===== config.mk =====
export PLATFORM = sky130hd
export DESIGN_NAME = fastio_bank_ctrl_flat
export DESIGN_NICKNAME = d
export VERILOG_FILES = /design/src/rtl/fastio_bank_ctrl_if.sv /design/src/rtl/fastio_bank_ctrl.sv /design/src/flat_wrapper.sv
export SDC_FILE = /design/constraint.sdc
export NUM_CORES = 1
export LEC_CHECK = 0
export CAP_MARGIN = 20
export CORE_MARGIN = 4
export CORE_UTILIZATION = 45
export CTS_CLUSTER_DIAMETER = 100
export DETAILED_ROUTE_END_ITERATION = 8
export PLACE_DENSITY = 0.7
export SLEW_MARGIN = 20
export SYNTH_ARGS = -nofsm -noshare
export SYNTH_HDL_FRONTEND = slang
export SYNTH_SLANG_ARGS = --single-unit

===== constraint.sdc =====
create_clock -name wb_clk_i -period 4.2 [get_ports wb_clk_i]
set_input_delay 0.63 -clock wb_clk_i [delete_from_list [all_inputs] [get_ports wb_clk_i]]
set_output_delay 0.63 -clock wb_clk_i [all_outputs]
set_load 0.01 [all_outputs]

===== src/rtl/fastio_bank_ctrl_if.sv =====
// Wishbone slave bus bundle for the fastio bank controller.
// Signal names follow the Caravel wbs_* port naming.
interface fastio_bank_ctrl_if;
  logic        wbs_stb_i;
  logic        wbs_cyc_i;
  logic        wbs_we_i;
  logic [3:0]  wbs_sel_i;
  logic [31:0] wbs_adr_i;
  logic [31:0] wbs_dat_i;
  logic        wbs_ack_o;
  logic [31:0] wbs_dat_o;

  modport master (
    output wbs_stb_i, wbs_cyc_i, wbs_we_i, wbs_sel_i, wbs_adr_i, wbs_dat_i,
    input  wbs_ack_o, wbs_dat_o
  );

  modport slave (
    input  wbs_stb_i, wbs_cyc_i, wbs_we_i, wbs_sel_i, wbs_adr_i, wbs_dat_i,
    output wbs_ack_o, wbs_dat_o
  );
endinterface


===== src/rtl/fastio_bank_ctrl.sv =====
// Register-mapped bank of fast GPIO pads behind a Wishbone slave: output, enable,
// drive strength, atomic set/clear/toggle, synchronised inputs and edge interrupts.
module fastio_bank_ctrl #(
  parameter int unsigned CHANNELS    = 28,
  parameter logic [31:0] BASE_ADDR   = 32'h3000_0000,
  parameter int unsigned SYNC_STAGES = 2
) (
  input  logic                wb_clk_i,
  input  logic                wb_rst_i,
  fastio_bank_ctrl_if.slave   wbs,
  input  logic [CHANNELS-1:0] fastio_in,
  output logic [CHANNELS-1:0] fastio_out_l,
  output logic [CHANNELS-1:0] fastio_oe_l,
  output logic [CHANNELS-1:0] fastio_med_enable,
  output logic [CHANNELS-1:0] fastio_strong_enable,
  output logic                irq
);

  localparam logic [5:0] OffOut    = 6'h00;
  localparam logic [5:0] OffOe     = 6'h01;
  localparam logic [5:0] OffMed    = 6'h02;
  localparam logic [5:0] OffStrong = 6'h03;
  localparam logic [5:0] OffIn     = 6'h04;
  localparam logic [5:0] OffSet    = 6'h05;
  localparam logic [5:0] OffClr    = 6'h06;
  localparam logic [5:0] OffTgl    = 6'h07;
  localparam logic [5:0] OffRiseEn = 6'h08;
  localparam logic [5:0] OffFallEn = 6'h09;
  localparam logic [5:0] OffIrq    = 6'h0a;

  logic [CHANNELS-1:0] out_q, oe_q, med_q, strong_q, rise_q, fall_q, stat_q;
  logic [CHANNELS-1:0] out_d, oe_d, med_d, strong_d, rise_d, fall_d, stat_d;
  logic [CHANNELS-1:0] sync_q [SYNC_STAGES];
  logic [CHANNELS-1:0] prev_q, in_sync, bm, wd, edges;
  logic                ack_q;
  logic [31:0]         dat_q, rdata;
  logic                hit, req, wr;
  logic [5:0]          off;
  logic                unused_bits;

  assign hit = (wbs.wbs_adr_i[31:8] == BASE_ADDR[31:8]);
  assign req = wbs.wbs_stb_i & wbs.wbs_cyc_i & ~ack_q & hit;
  assign wr  = req & wbs.wbs_we_i;
  assign off = wbs.wbs_adr_i[7:2];
  assign unused_bits = ^{wbs.wbs_adr_i[1:0], wbs.wbs_dat_i, wbs.wbs_sel_i};

  assign in_sync = sync_q[SYNC_STAGES-1];
  assign edges   = (in_sync & ~prev_q & rise_q) | (~in_sync & prev_q & fall_q);

  // Deselected byte lanes behave as zero data and leave their bits untouched.
  always_comb begin
    bm = '0;
    for (int unsigned i = 0; i < CHANNELS; i++) begin
      bm[i] = wbs.wbs_sel_i[2'(i / 8)];
    end
  end
  assign wd = wbs.wbs_dat_i[CHANNELS-1:0] & bm;

  always_comb begin
    out_d    = out_q;
    oe_d     = oe_q;
    med_d    = med_q;
    strong_d = strong_q;
    rise_d   = rise_q;
    fall_d   = fall_q;
    stat_d   = stat_q;
    if (wr) begin
      case (off)
        OffOut:    out_d    = (out_q & ~bm) | wd;
        OffOe:     oe_d     = (oe_q & ~bm) | wd;
        OffMed:    med_d    = (med_q & ~bm) | wd;
        OffStrong: strong_d = (strong_q & ~bm) | wd;
        OffSet:    out_d    = out_q | wd;
        OffClr:    out_d    = out_q & ~wd;
        OffTgl:    out_d    = out_q ^ wd;
        OffRiseEn: rise_d   = (rise_q & ~bm) | wd;
        OffFallEn: fall_d   = (fall_q & ~bm) | wd;
        OffIrq:    stat_d   = stat_q & ~wd;
        default:   ;
      endcase
    end
    // A fresh edge overrides a same-cycle W1C.
    stat_d = stat_d | edges;
  end

  always_comb begin
    rdata = '0;
    case (off)
      OffOut:    rdata = 32'(out_q);
      OffOe:     rdata = 32'(oe_q);
      OffMed:    rdata = 32'(med_q);
      OffStrong: rdata = 32'(strong_q);
      OffIn:     rdata = 32'(in_sync);
      OffRiseEn: rdata = 32'(rise_q);
      OffFallEn: rdata = 32'(fall_q);
      OffIrq:    rdata = 32'(stat_q);
      default:   rdata = '0;
    endcase
  end

  always_ff @(posedge wb_clk_i) begin
    if (wb_rst_i) begin
      out_q    <= '0;
      oe_q     <= '0;
      med_q    <= '0;
      strong_q <= '0;
      rise_q   <= '0;
      fall_q   <= '0;
      stat_q   <= '0;
      prev_q   <= '0;
      ack_q    <= 1'b0;
      dat_q    <= '0;
      for (int unsigned i = 0; i < SYNC_STAGES; i++) sync_q[i] <= '0;
    end else begin
      out_q    <= out_d;
      oe_q     <= oe_d;
      med_q    <= med_d;
      strong_q <= strong_d;
      rise_q   <= rise_d;
      fall_q   <= fall_d;
      stat_q   <= stat_d;
      prev_q   <= in_sync;
      ack_q    <= req;
      dat_q    <= (req & ~wbs.wbs_we_i) ? rdata : 32'h0;
      sync_q[0] <= fastio_in;
      for (int unsigned i = 1; i < SYNC_STAGES; i++) sync_q[i] <= sync_q[i-1];
    end
  end

  assign wbs.wbs_ack_o        = ack_q;
  assign wbs.wbs_dat_o        = dat_q;
  assign fastio_out_l         = ~out_q;
  assign fastio_oe_l          = ~oe_q;
  assign fastio_med_enable    = med_q & ~strong_q;
  assign fastio_strong_enable = strong_q;
  assign irq                  = |stat_q;

endmodule

===== src/flat_wrapper.sv =====
// flat-port wrapper written by rule: the top's interface ports become plain ports
module fastio_bank_ctrl_flat 
#(
  parameter int unsigned CHANNELS    = 28,
  parameter logic [31:0] BASE_ADDR   = 32'h3000_0000,
  parameter int unsigned SYNC_STAGES = 2
)
  (wb_clk_i, wb_rst_i, fastio_in, fastio_out_l, fastio_oe_l, fastio_med_enable, fastio_strong_enable, irq, wbs_wbs_stb_i, wbs_wbs_cyc_i, wbs_wbs_we_i, wbs_wbs_sel_i, wbs_wbs_adr_i, wbs_wbs_dat_i, wbs_wbs_ack_o, wbs_wbs_dat_o);
  fastio_bank_ctrl_if wbs_i ();
  input  logic wb_clk_i;
  input  logic wb_rst_i;
  input  logic [CHANNELS-1:0] fastio_in;
  output logic [CHANNELS-1:0] fastio_out_l;
  output logic [CHANNELS-1:0] fastio_oe_l;
  output logic [CHANNELS-1:0] fastio_med_enable;
  output logic [CHANNELS-1:0] fastio_strong_enable;
  output logic irq;
  input wire logic [$bits(wbs_i.wbs_stb_i)-1:0] wbs_wbs_stb_i;
  input wire logic [$bits(wbs_i.wbs_cyc_i)-1:0] wbs_wbs_cyc_i;
  input wire logic [$bits(wbs_i.wbs_we_i)-1:0] wbs_wbs_we_i;
  input wire logic [$bits(wbs_i.wbs_sel_i)-1:0] wbs_wbs_sel_i;
  input wire logic [$bits(wbs_i.wbs_adr_i)-1:0] wbs_wbs_adr_i;
  input wire logic [$bits(wbs_i.wbs_dat_i)-1:0] wbs_wbs_dat_i;
  output wire logic [$bits(wbs_i.wbs_ack_o)-1:0] wbs_wbs_ack_o;
  output wire logic [$bits(wbs_i.wbs_dat_o)-1:0] wbs_wbs_dat_o;
  assign wbs_i.wbs_stb_i = wbs_wbs_stb_i;
  assign wbs_i.wbs_cyc_i = wbs_wbs_cyc_i;
  assign wbs_i.wbs_we_i = wbs_wbs_we_i;
  assign wbs_i.wbs_sel_i = wbs_wbs_sel_i;
  assign wbs_i.wbs_adr_i = wbs_wbs_adr_i;
  assign wbs_i.wbs_dat_i = wbs_wbs_dat_i;
  assign wbs_wbs_ack_o = wbs_i.wbs_ack_o;
  assign wbs_wbs_dat_o = wbs_i.wbs_dat_o;
  fastio_bank_ctrl #(.CHANNELS(CHANNELS), .BASE_ADDR(BASE_ADDR), .SYNC_STAGES(SYNC_STAGES)) u_core (.wb_clk_i(wb_clk_i), .wb_rst_i(wb_rst_i), .wbs(wbs_i), .fastio_in(fastio_in), .fastio_out_l(fastio_out_l), .fastio_oe_l(fastio_oe_l), .fastio_med_enable(fastio_med_enable), .fastio_strong_enable(fastio_strong_enable), .irq(irq));
endmodule

==> reports/metrics.cfg <==
[layout]
drive_above_1_share = 0.0702
multi_input_area_um2 = 6620
regArea_um2 = 6190
fin_nets = 1849
fillers = 2625
syn_to_final_growth_pct = 28.6

[global_routing]
grt_pass1_vias = 11200
overflow = 0
grt_pass1_wl_mm = 61.6
grt_max_degree = 205
antenna_found_initial = 2
track_usage = 0.229

[power]
vdd_drop_max_uv = 278
p_per_area_nw_per_um2 = 342
p_leak_nw = 6.10

[logic_synthesis]
ys_ff_latch = 309
ys_dominant_reg_cell = dfxtp_1
syn_area_um2 = 13500
avgSynthCellArea_um2 = 8.99
synth_area_leaders = dfxtp_1 46%, mux2i_1 11%, nor2_1 6.3%
yosys.area.top_type = dfxtp_1
ys.warnings.count = 0
syn_inst = 1497
ys_seq_area_frac = 0.460
synth_async_sr_flop_share = 0
synth_edf_count = 0
synth.most_common_cell = dfxtp_1
synth_top_area_frac = 0.460
synthDistinctLibCells = 48
ys_top_cells_by_count = 309 x dfxtp_1, 225 x nor2_1, 142 x mux2i_1, 117 x nand2_1, 112 x nor2b_1

[drt]
firstDrtPassIters = 5
vias = 11800
routed_wl_mm = 39.7
avgViaCountPerCell = 5.53
drc = 0
wl_per_cell_um = 18.6
drt_first_iter_violations = 884
ant_nets = 0

[cts]
cts_setup_buffers = 0
numCtsBuffers = 31
clk_pin_slew_ns = 0.06
clk_latency_ns = 0.55
cts_sinks = 309
htreeDepth = 1
clockRootBuffer = clkbuf_16
post_cts_resized = 0
clock_path_buffers = 3
cts_tree = yes
hold_buffers = 0

[floorplan]
core_um2 = 29600
die-area_um2 = 32700
die_x_um = 181
io_pins = 247
die_y_um = 181
start_util = 0.455
rows = 63

[run]
cap_violations = 0

[sta]
fin_tns_setup_ns = 0
skew_ns = 0.00785
min_period_ns = 3.01
worst_slew_pin_slew_ns = 1.08
fmax_mhz = 333
setup_ws_ns = 1.19
rsz0062_at_grt = false
report.final.slew_viol_count = 0
finalSetupViolCount = 0
hold_violations = 0
period_share = 0.716
slew_headroom = 0.277

[hold_path]
holdCritStartpoint = u_core.sync_q[0][12]
hold_path_depth = 1
hold-path-endpoint = u_core.sync_q[0][40]
hold_class = reg -> reg

[critical_path]
worst-r2r-setup-slack_ns = 1.63
worstSetupPathType = reg -> out
r2r-end = u_core.wbs.wbs_dat_o[8]
cp_data_arrival_time_ns = 2.38
regToRegStartpoint = u_core.wbs.wbs_ack_o
cp-end-kind = output pin
crit_required_ns = 3.57
cp-start-kind = flip-flop
rr_worst_depth = 7
path_max_fanout = 3

[place]
dp_hpwl_mm = 26.7
io_buffers = 236
gp_congestion = 0.835
dp_slack_ns = 0.676

[outcome]
status = finished, final reports clean

## report_power, final
group	switching (mW)	leakage [nW]	total, mW	internal, mW
Combinational	0.175	3.12	0.305	0.130
Sequential	0.0171	2.50	2.98	2.96
Clock	1.11	0.479	2.64	1.53
Total	1.30	6.10	5.92	4.62
## area by class of cell
| type | count | share of cell area |
|---|---|---|
| sequential | 309 | 0.358 |
| clock inverter | 7 | 0.00369 |
| antenna | 2 | 0.000289 |
| clock buffer | 45 | 0.0519 |
| inverter | 86 | 0.0187 |
| tap | 390 | 0.0282 |
| timing repair buffer | 282 | 0.157 |
| multi-input combinational | 1010 | 0.383 |
## worst max-delay path, stage by stage (launching register included)
cell,delay [ns]
dfxtp_1,0.34
nor4_1,0.48
and4_1,0.32
nand4_1,0.15
clkdlybuf4s50_1,0.54
## metrics by stage
stage                     hold WS (ns)  std cells  utilization  power, mW  instance area, um^2
after floorplan                  0.414       1500            -       3.18                13500
after global placement           0.419       2077        0.553       3.34                16300
after detailed placement         0.420       2077        0.553       3.35                16300
after CTS                        0.434       2129        0.585       5.97                17300
after global routing             0.451       2131        0.585       6.12                17300
final                            0.434       2131        0.585       5.92                17300
## placed cells by master (no fill, tap or decap), drive strengths merged, types with 7 or more instances in the layout
cell / n
dfxtp: 309
clkbuf: 46
o211ai: 8
nor4: 25
a22oi: 54
a21oi: 85
nor2: 225
a221oi: 26
ha: 28
nand3: 7
clkdlybuf4s50: 234
inv: 87
a311o: 24
nor2b: 112
a31oi: 56
nand2: 117
a22o: 26
o21ai: 35
buf: 47
mux2i: 142
## per-layer routing
| layer | vias to the layer above | wire, um | global-route usage |
|---|---|---|---|
| met5 | - | 0 | 0 |
| met4 | 0 | 1040 | 0.0681 |
| met3 | 61 | 2390 | 0.0381 |
| li1 | 5675 | - | - |
| met1 | 5646 | 17300 | 0.303 |
| met2 | 395 | 19000 | 0.387 |
## how the worst max path moves through the flow
stage / from / to / slack (ns) / cells after the start
after floorplan: wbs_wbs_adr_i[20] / flip-flop / 1.42 / 7
after global placement: wbs_wbs_adr_i[20] / flip-flop / 0.74 / 8
after detailed placement: wbs_wbs_adr_i[19] / flip-flop / 0.68 / 8
after CTS: u_core.stat_q[20] / irq / 1.12 / 4
after global routing: u_core.stat_q[20] / irq / 1.14 / 4
final: u_core.stat_q[20] / irq / 1.19 / 4
## kinds of logic (layout without fill, tap and decap cells)
kind of cell | count (synthesis) | after routing | synth area share
and+or+nand+nor | 517 | 517 | 0.193
AOI/OAI and AO/OA | 319 | 319 | 0.161
DFF | 309 | 309 | 0.460
buffers and inverters | 181 | 420 | 0.0541
muxes | 142 | 142 | 0.106
adders and majority gates | 28 | 28 | 0.0260
other | 1 | 6 | 0.000279
(Power assumes the default switching activity.)
